$ cat config.mk
export PLATFORM = sky130hd
export DESIGN_NAME = inst_fetch_stage_flat
export DESIGN_NICKNAME = d
export VERILOG_FILES = /design/src/rtl/inst_fetch_stage_if.sv /design/src/rtl/inst_fetch_stage.sv /design/src/flat_wrapper.sv
export SDC_FILE = /design/constraint.sdc
export NUM_CORES = 1
export LEC_CHECK = 0
export ABC_CLOCK_PERIOD_IN_PS = 15300
export CAP_MARGIN = 15
export CORE_ASPECT_RATIO = 0.9
export CORE_MARGIN = 8
export CORE_UTILIZATION = 50
export CTS_CLUSTER_DIAMETER = 120
export DETAILED_ROUTE_END_ITERATION = 7
export PLACE_DENSITY = 0.78
export SLEW_MARGIN = 15
export SYNTH_ARGS = -nofsm -noshare
export SYNTH_HDL_FRONTEND = slang
export SYNTH_SLANG_ARGS = --single-unit
$ cat constraint.sdc
create_clock -name clk -period 15.3 [get_ports clk]
set_input_delay 3.06 -clock clk [delete_from_list [all_inputs] [get_ports clk]]
set_output_delay 3.06 -clock clk [all_outputs]
set_load 0.03 [all_outputs]
$ cat src/rtl/inst_fetch_stage_if.sv
// Instruction-memory read port: single-outstanding req/rvalid handshake
// between the fetch stage (master) and instruction memory (slave).
interface inst_fetch_stage_if #(
  parameter int ADDR_W = 32
) ();
  logic              imem_req;
  logic [ADDR_W-1:0] imem_addr;
  logic [31:0]       imem_rdata;
  logic              imem_rvalid;

  modport master (
    output imem_req,
    output imem_addr,
    input  imem_rdata,
    input  imem_rvalid
  );

  modport slave (
    input  imem_req,
    input  imem_addr,
    output imem_rdata,
    output imem_rvalid
  );
endinterface

$ cat src/rtl/inst_fetch_stage.sv
// Instruction fetch stage: holds the PC, issues one word read at a time,
// registers returned words into the IF/ID register, absorbs a stall with a
// one-entry skid buffer and redirects on a taken branch, discarding any
// response that belongs to a fetch made stale by the redirect.
module inst_fetch_stage #(
  parameter logic [31:0] RESET_PC = 32'h0000_0000,
  parameter int          ADDR_W   = 32
) (
  input  logic                clk,
  input  logic                rst,
  input  logic                stall,
  input  logic                branch_taken,
  input  logic [ADDR_W-1:0]   branch_target,
  inst_fetch_stage_if.master  imem,
  output logic [31:0]         INST,
  output logic [ADDR_W-1:0]   pc_out,
  output logic [ADDR_W-1:0]   pc_plus4,
  output logic                inst_valid
);

  localparam logic [1:0] S_ISSUE = 2'd0;
  localparam logic [1:0] S_WAIT  = 2'd1;
  localparam logic [1:0] S_DROP  = 2'd2;
  localparam logic [1:0] S_HOLD  = 2'd3;

  logic [1:0]        state_q, state_d;
  logic [ADDR_W-1:0] pc_q, pc_d;
  logic [31:0]       skid_inst_q, skid_inst_d;
  logic [ADDR_W-1:0] skid_pc_q, skid_pc_d;
  logic [ADDR_W-1:0] skid_pc4_q, skid_pc4_d;
  logic [31:0]       ifid_inst_q, ifid_inst_d;
  logic [ADDR_W-1:0] ifid_pc_q, ifid_pc_d;
  logic [ADDR_W-1:0] ifid_pc4_q, ifid_pc4_d;
  logic              ifid_valid_q, ifid_valid_d;

  logic [ADDR_W-1:0] pc_inc_s;
  logic [ADDR_W-1:0] target_s;
  logic              accept_s;
  logic              load_mem_s;
  logic              load_skid_s;

  // Wrapping PC increment, aligned redirect target, IF/ID accept condition.
  assign pc_inc_s = pc_q + ADDR_W'(3'd4);
  assign target_s = branch_target & ~(ADDR_W'(2'b11));
  assign accept_s = !ifid_valid_q || !stall;

  // A request is issued only from S_ISSUE and never while reset is held.
  assign imem.imem_req  = (state_q == S_ISSUE) && !rst;
  assign imem.imem_addr = pc_q;

  // Fetch sequencing: next state, next PC and skid capture.
  always_comb begin
    state_d     = state_q;
    pc_d        = pc_q;
    skid_inst_d = skid_inst_q;
    skid_pc_d   = skid_pc_q;
    skid_pc4_d  = skid_pc4_q;
    load_mem_s  = 1'b0;
    load_skid_s = 1'b0;
    case (state_q)
      S_ISSUE: begin
        if (branch_taken) begin
          // The request just issued targets the old path.
          pc_d    = target_s;
          state_d = S_DROP;
        end else begin
          state_d = S_WAIT;
        end
      end
      S_WAIT: begin
        if (branch_taken) begin
          pc_d    = target_s;
          state_d = imem.imem_rvalid ? S_ISSUE : S_DROP;
        end else if (imem.imem_rvalid) begin
          pc_d = pc_inc_s;
          if (accept_s) begin
            load_mem_s = 1'b1;
            state_d    = S_ISSUE;
          end else begin
            skid_inst_d = imem.imem_rdata;
            skid_pc_d   = pc_q;
            skid_pc4_d  = pc_inc_s;
            state_d     = S_HOLD;
          end
        end else begin
          state_d = S_WAIT;
        end
      end
      S_DROP: begin
        if (branch_taken) begin
          pc_d = target_s;
        end else begin
          pc_d = pc_q;
        end
        state_d = imem.imem_rvalid ? S_ISSUE : S_DROP;
      end
      S_HOLD: begin
        if (branch_taken) begin
          pc_d    = target_s;
          state_d = S_ISSUE;
        end else if (!stall) begin
          load_skid_s = 1'b1;
          state_d     = S_ISSUE;
        end else begin
          state_d = S_HOLD;
        end
      end
      default: begin
        state_d = S_ISSUE;
      end
    endcase
  end

  // IF/ID update: flush beats hold, hold beats a new word, else bubble.
  always_comb begin
    ifid_inst_d  = 32'd0;
    ifid_pc_d    = '0;
    ifid_pc4_d   = '0;
    ifid_valid_d = 1'b0;
    if (branch_taken) begin
      ifid_valid_d = 1'b0;
    end else if (stall && ifid_valid_q) begin
      ifid_inst_d  = ifid_inst_q;
      ifid_pc_d    = ifid_pc_q;
      ifid_pc4_d   = ifid_pc4_q;
      ifid_valid_d = 1'b1;
    end else if (load_mem_s) begin
      ifid_inst_d  = imem.imem_rdata;
      ifid_pc_d    = pc_q;
      ifid_pc4_d   = pc_inc_s;
      ifid_valid_d = 1'b1;
    end else if (load_skid_s) begin
      ifid_inst_d  = skid_inst_q;
      ifid_pc_d    = skid_pc_q;
      ifid_pc4_d   = skid_pc4_q;
      ifid_valid_d = 1'b1;
    end else begin
      ifid_valid_d = 1'b0;
    end
  end

  // State, PC, skid and IF/ID registers with asynchronous reset.
  always_ff @(posedge clk or posedge rst) begin
    if (rst) begin
      state_q      <= S_ISSUE;
      pc_q         <= ADDR_W'(RESET_PC);
      skid_inst_q  <= 32'd0;
      skid_pc_q    <= '0;
      skid_pc4_q   <= '0;
      ifid_inst_q  <= 32'd0;
      ifid_pc_q    <= '0;
      ifid_pc4_q   <= '0;
      ifid_valid_q <= 1'b0;
    end else begin
      state_q      <= state_d;
      pc_q         <= pc_d;
      skid_inst_q  <= skid_inst_d;
      skid_pc_q    <= skid_pc_d;
      skid_pc4_q   <= skid_pc4_d;
      ifid_inst_q  <= ifid_inst_d;
      ifid_pc_q    <= ifid_pc_d;
      ifid_pc4_q   <= ifid_pc4_d;
      ifid_valid_q <= ifid_valid_d;
    end
  end

  assign INST       = ifid_inst_q;
  assign pc_out     = ifid_pc_q;
  assign pc_plus4   = ifid_pc4_q;
  assign inst_valid = ifid_valid_q;

endmodule

$ cat src/flat_wrapper.sv
// flat-port wrapper written by rule: the top's interface ports become plain ports
module inst_fetch_stage_flat 
#(
  parameter logic [31:0] RESET_PC = 32'h0000_0000,
  parameter int          ADDR_W   = 32
)
  (clk, rst, stall, branch_taken, branch_target, INST, pc_out, pc_plus4, inst_valid, imem_imem_req, imem_imem_addr, imem_imem_rdata, imem_imem_rvalid);
  inst_fetch_stage_if #(.ADDR_W(ADDR_W)) imem_i ();
  input  logic clk;
  input  logic rst;
  input  logic stall;
  input  logic branch_taken;
  input  logic [ADDR_W-1:0] branch_target;
  output logic [31:0] INST;
  output logic [ADDR_W-1:0] pc_out;
  output logic [ADDR_W-1:0] pc_plus4;
  output logic inst_valid;
  output wire logic [$bits(imem_i.imem_req)-1:0] imem_imem_req;
  output wire logic [$bits(imem_i.imem_addr)-1:0] imem_imem_addr;
  input wire logic [$bits(imem_i.imem_rdata)-1:0] imem_imem_rdata;
  input wire logic [$bits(imem_i.imem_rvalid)-1:0] imem_imem_rvalid;
  assign imem_imem_req = imem_i.imem_req;
  assign imem_imem_addr = imem_i.imem_addr;
  assign imem_i.imem_rdata = imem_imem_rdata;
  assign imem_i.imem_rvalid = imem_imem_rvalid;
  inst_fetch_stage #(.RESET_PC(RESET_PC), .ADDR_W(ADDR_W)) u_core (.clk(clk), .rst(rst), .stall(stall), .branch_taken(branch_taken), .branch_target(branch_target), .imem(imem_i), .INST(INST), .pc_out(pc_out), .pc_plus4(pc_plus4), .inst_valid(inst_valid));
endmodule
==> results.md <==
- Slowest stage delay, CP: slightly below 0.7 ns
- Switching share of power: around 29%
- Clock Sink Count: roughly 220
- Final Max Slew Viols: 0
- Std-Cell Core Area: about 19000 µm²
- Fin Setup TNS: 0 ns
- Die span in x: roughly 160 µm
- CP dominant cell by count: clkdlybuf4s50_1
- Longest Clk Path Bufs: 3
- Crit path kind: input port to primary output
- Avg WL per Cell: 20.49 µm
- Final Cell Area: roughly 12000 µm²
- Combinational share of power: between 10% and 20%
- EDFF count, synth: 0
- Final period utilization: between 40% and 50%
- Post_cts resized: 0
- Synth top area share: around 56%
- Layout cells sized above 1: between 10% and 20%
- Worst VDD drop: between 0.00008 and 0.00009 V
- Crit-path slowest cell: clkdlybuf4s50_1
- Status: finished clean
- Total detailed-routing wirelength: approximately 27000 µm
- Yosys reg bits: around 220
- DRC Markers: 0
- Reg-to-reg endpoint: u_core.pc_plus4[10]
- CTS clk-pin slew, worst paths: 0.06 ns
- Hold path depth: 2
- Clk Latency, worst-skew pair: 0.51 ns
- # diodes: 0
- Area post-placement: between 10000 and 15000 µm²
- Io pins: 199
- Initial core utilization: ~51%
- Setup bufs post-CTS: 0
- Vias per cell: between 5 and 6
- Most frequent cell after synthesis: dfrtp_1
- Place WS: about 7.8 ns
- P_int: between 1 and 1.5 mW
- CP startpoint kind: input port
- Die area: ~24000 µm²
- Synth area leaders: dfrtp_1 56%, mux2_2 7.1%, o21ai_0 7.0%
- WHS: approximately 0.48 ns
- Antenna violations before repair: 0
- Ys Warns: 0
- Clock skew: ~0.017 ns
- Pin count of the biggest net entering global routing: ~150
- Reg2reg start: u_core.state_q[1]
- Congestion Overflow GR: 0
- Reg-to-reg setup timing slack: ~12 ns
- Root Driver: clkbuf_16
- Final hold violations: 0
- Post-Syn Area: 9801 µm²
- Worst slew pin tran: 1.190 ns
- Post-CTS Hold Buffers: 0
- CTS Buf Count: 24
- MaxCap Viol Count: 0
- Critical Path AT: 4.44 ns
- TritonCTS clock tree: done
- Placed Instances: ~1300
- Seq/Total Area, Yosys: a little under three fifths
- H-tree depth: 1
- Global-route wire length before repair: around 43000 µm
- Design Power: 1.531 mW
- Top cells by count, synth: 218 x dfrtp_1, 143 x nand2_1, 137 x o21ai_0
- Synth Flop Type: dfrtp_1
- RSZ-0062 raised after global routing: no
- Hpwl dp: about 17000 µm
- FMAX: 0.1334 GHz
- Post-synth top area cell: dfrtp_1
- Vias in the first global route: around 7500
- GR Util All Layers: about 22%
- Drt initial violations: approximately 610
- Critical Path RT: ~12 ns
- HP Class: flip-flop to flip-flop
- CP top delay family: buffers and inverters
- NetSw: 437.5 µW
- Pwr per Cell Area: about 120 nW/µm²
- Global placement routability congestion: 0.8457
- Setup crit end kind: primary output
- Tightest slew margin relative to the limit: between 20% and 30%
- Reg2Reg Depth: 4
- Clk network pwr share: 38.5%
- WP buf/inv: 2
- Post-synth ARST share: 100.0%
- Worst setup margin: roughly 7.8 ns
- Final antenna-violating net count: 0
- Nets: 1139
- Critical-path cell list: clkdlybuf4s50_1, nor3_1, clkdlybuf4s50_1
- Startpoint of the worst hold path: u_core.INST[30]
- Hold EP: u_core.INST[30]
- LEAKAGE: roughly 5.2 nW
- Minimum clock period: 7.498 ns
- Chip Height: 148.8 µm
- # port buffers: 194
- Finish-stage setup viols: 0
- Cells after Synth: roughly 930
- Via Count: 7760
- Flop pwr share: 44.8%
- Syn Area/Cell: roughly 11 µm²
- Layout Cells excl Fill: ~1300
- Site Rows: 48
- Synth-to-Final Area Change: 27.49%
- Distinct cells, synth: between 50 and 60
- Fin util: approximately 65%
- Critical path fanouts, max: 2
- DRT Pass-1 Iters: 5
## layout make-up
cell class / count / area, µm²
multi-input combinational: 617 / 3889
fill: 1559 / 6724
timing repair buffer: 201 / 1994
tap: 250 / 312.8
clock inverter: 7 / 88.84
clock buffer: 37 / 720.7
inverter: 7 / 33.78
sequential: 218 / 5455
## worst max path at each step
| stage | start | to | cells after the start |
|---|---|---|---|
| after floorplan | rst | u_core.INST[0] | 1 |
| final | rst | imem_imem_req | 3 |
| after global placement | rst | imem_imem_req | 3 |
| after global routing | rst | imem_imem_req | 3 |
| after detailed placement | rst | imem_imem_req | 3 |
| after CTS | rst | imem_imem_req | 3 |
## power groups by stage
stage          sequential [mW]  clock, mW  combinational, mW
3_5_place_dp             0.695          0              0.256
5_1_grt                  0.693      0.621              0.276
3_3_place_gp             0.691          0              0.252
4_1_cts                  0.685      0.599              0.258
6_report                 0.686      0.589              0.256
2_1_floorplan            0.707          0              0.138
## state kept, by name (all words and copies together) (netlist names)
register and count:
u_core.pc_plus4 31, u_core.skid_pc4_q 30, u_core.INST 32, u_core.inst_valid 1, u_core.pc_out 30, u_core.state_q 2, u_core.skid_pc_q 30, u_core.skid_inst_q 32
u_core.imem.imem_addr 30
## kinds of logic (layout without fill, tap and decap cells)
family                     after synthesis  count (layout)  synth area share [%]
adders and majority gates                1               1                0.1276
buffers and inverters                   94             252                 5.030
other                                    1               2               0.03826
DFF                                    218             218                 55.66
xor gates and xnor gates                40              40                 3.575
muxes                                   63              63                 7.226
and+or+nand+nor                        232             232                 10.81
AOI/OAI and AO/OA                      279             279                 17.53
## tightest hold or removal path, stage by stage, from the launching register on
cell	delay, ns
dfrtp_1	0.34
nand2_1	0.04
o21ai_0	0.06
## layer usage
| metal | up-vias | routed length (µm) | track usage (%) |
|---|---|---|---|
| met5 | - | 0 | 0 |
| met4 | 0 | 626 | 5.949 |
| met3 | 43 | 2538 | 6.567 |
| met2 | 283 | 12350 | 32.82 |
| met1 | 3853 | 11880 | 30.31 |
| li1 | 3581 | - | - |
## cell usage in the layout (no fill, tap or decap), types with 2 or more instances in the layout
cell type	n
nor2_1	27
nand2_1	141
clkbuf_16	25
o22ai_1	7
clkinv_2	4
xnor2_1	25
nand3_1	13
and2_1	2
o32ai_1	2
a2bb2oi_1	3
buf_4	7
nor4_2	4
mux2_2	62
o21ai_1	2
xor2_1	15
a21oi_1	20
a22oi_1	86
a31oi_1	2
nand4_1	13
or2_2	2
clkdlybuf4s50_1	194
o21ai_0	137
a21boi_0	2
conb_1	2
nor4_1	4
clkbuf_1	7
and3_1	4
a31o_2	2
inv_1	6
nor3_1	6
o21ai_2	2
dfrtp_1	218
bufinv_16	2
a22o_1	2
nand3b_1	2
clkbuf_8	5
nor2b_1	2
a41oi_1	2
Note: power is estimated with default switching activity, not from simulation.
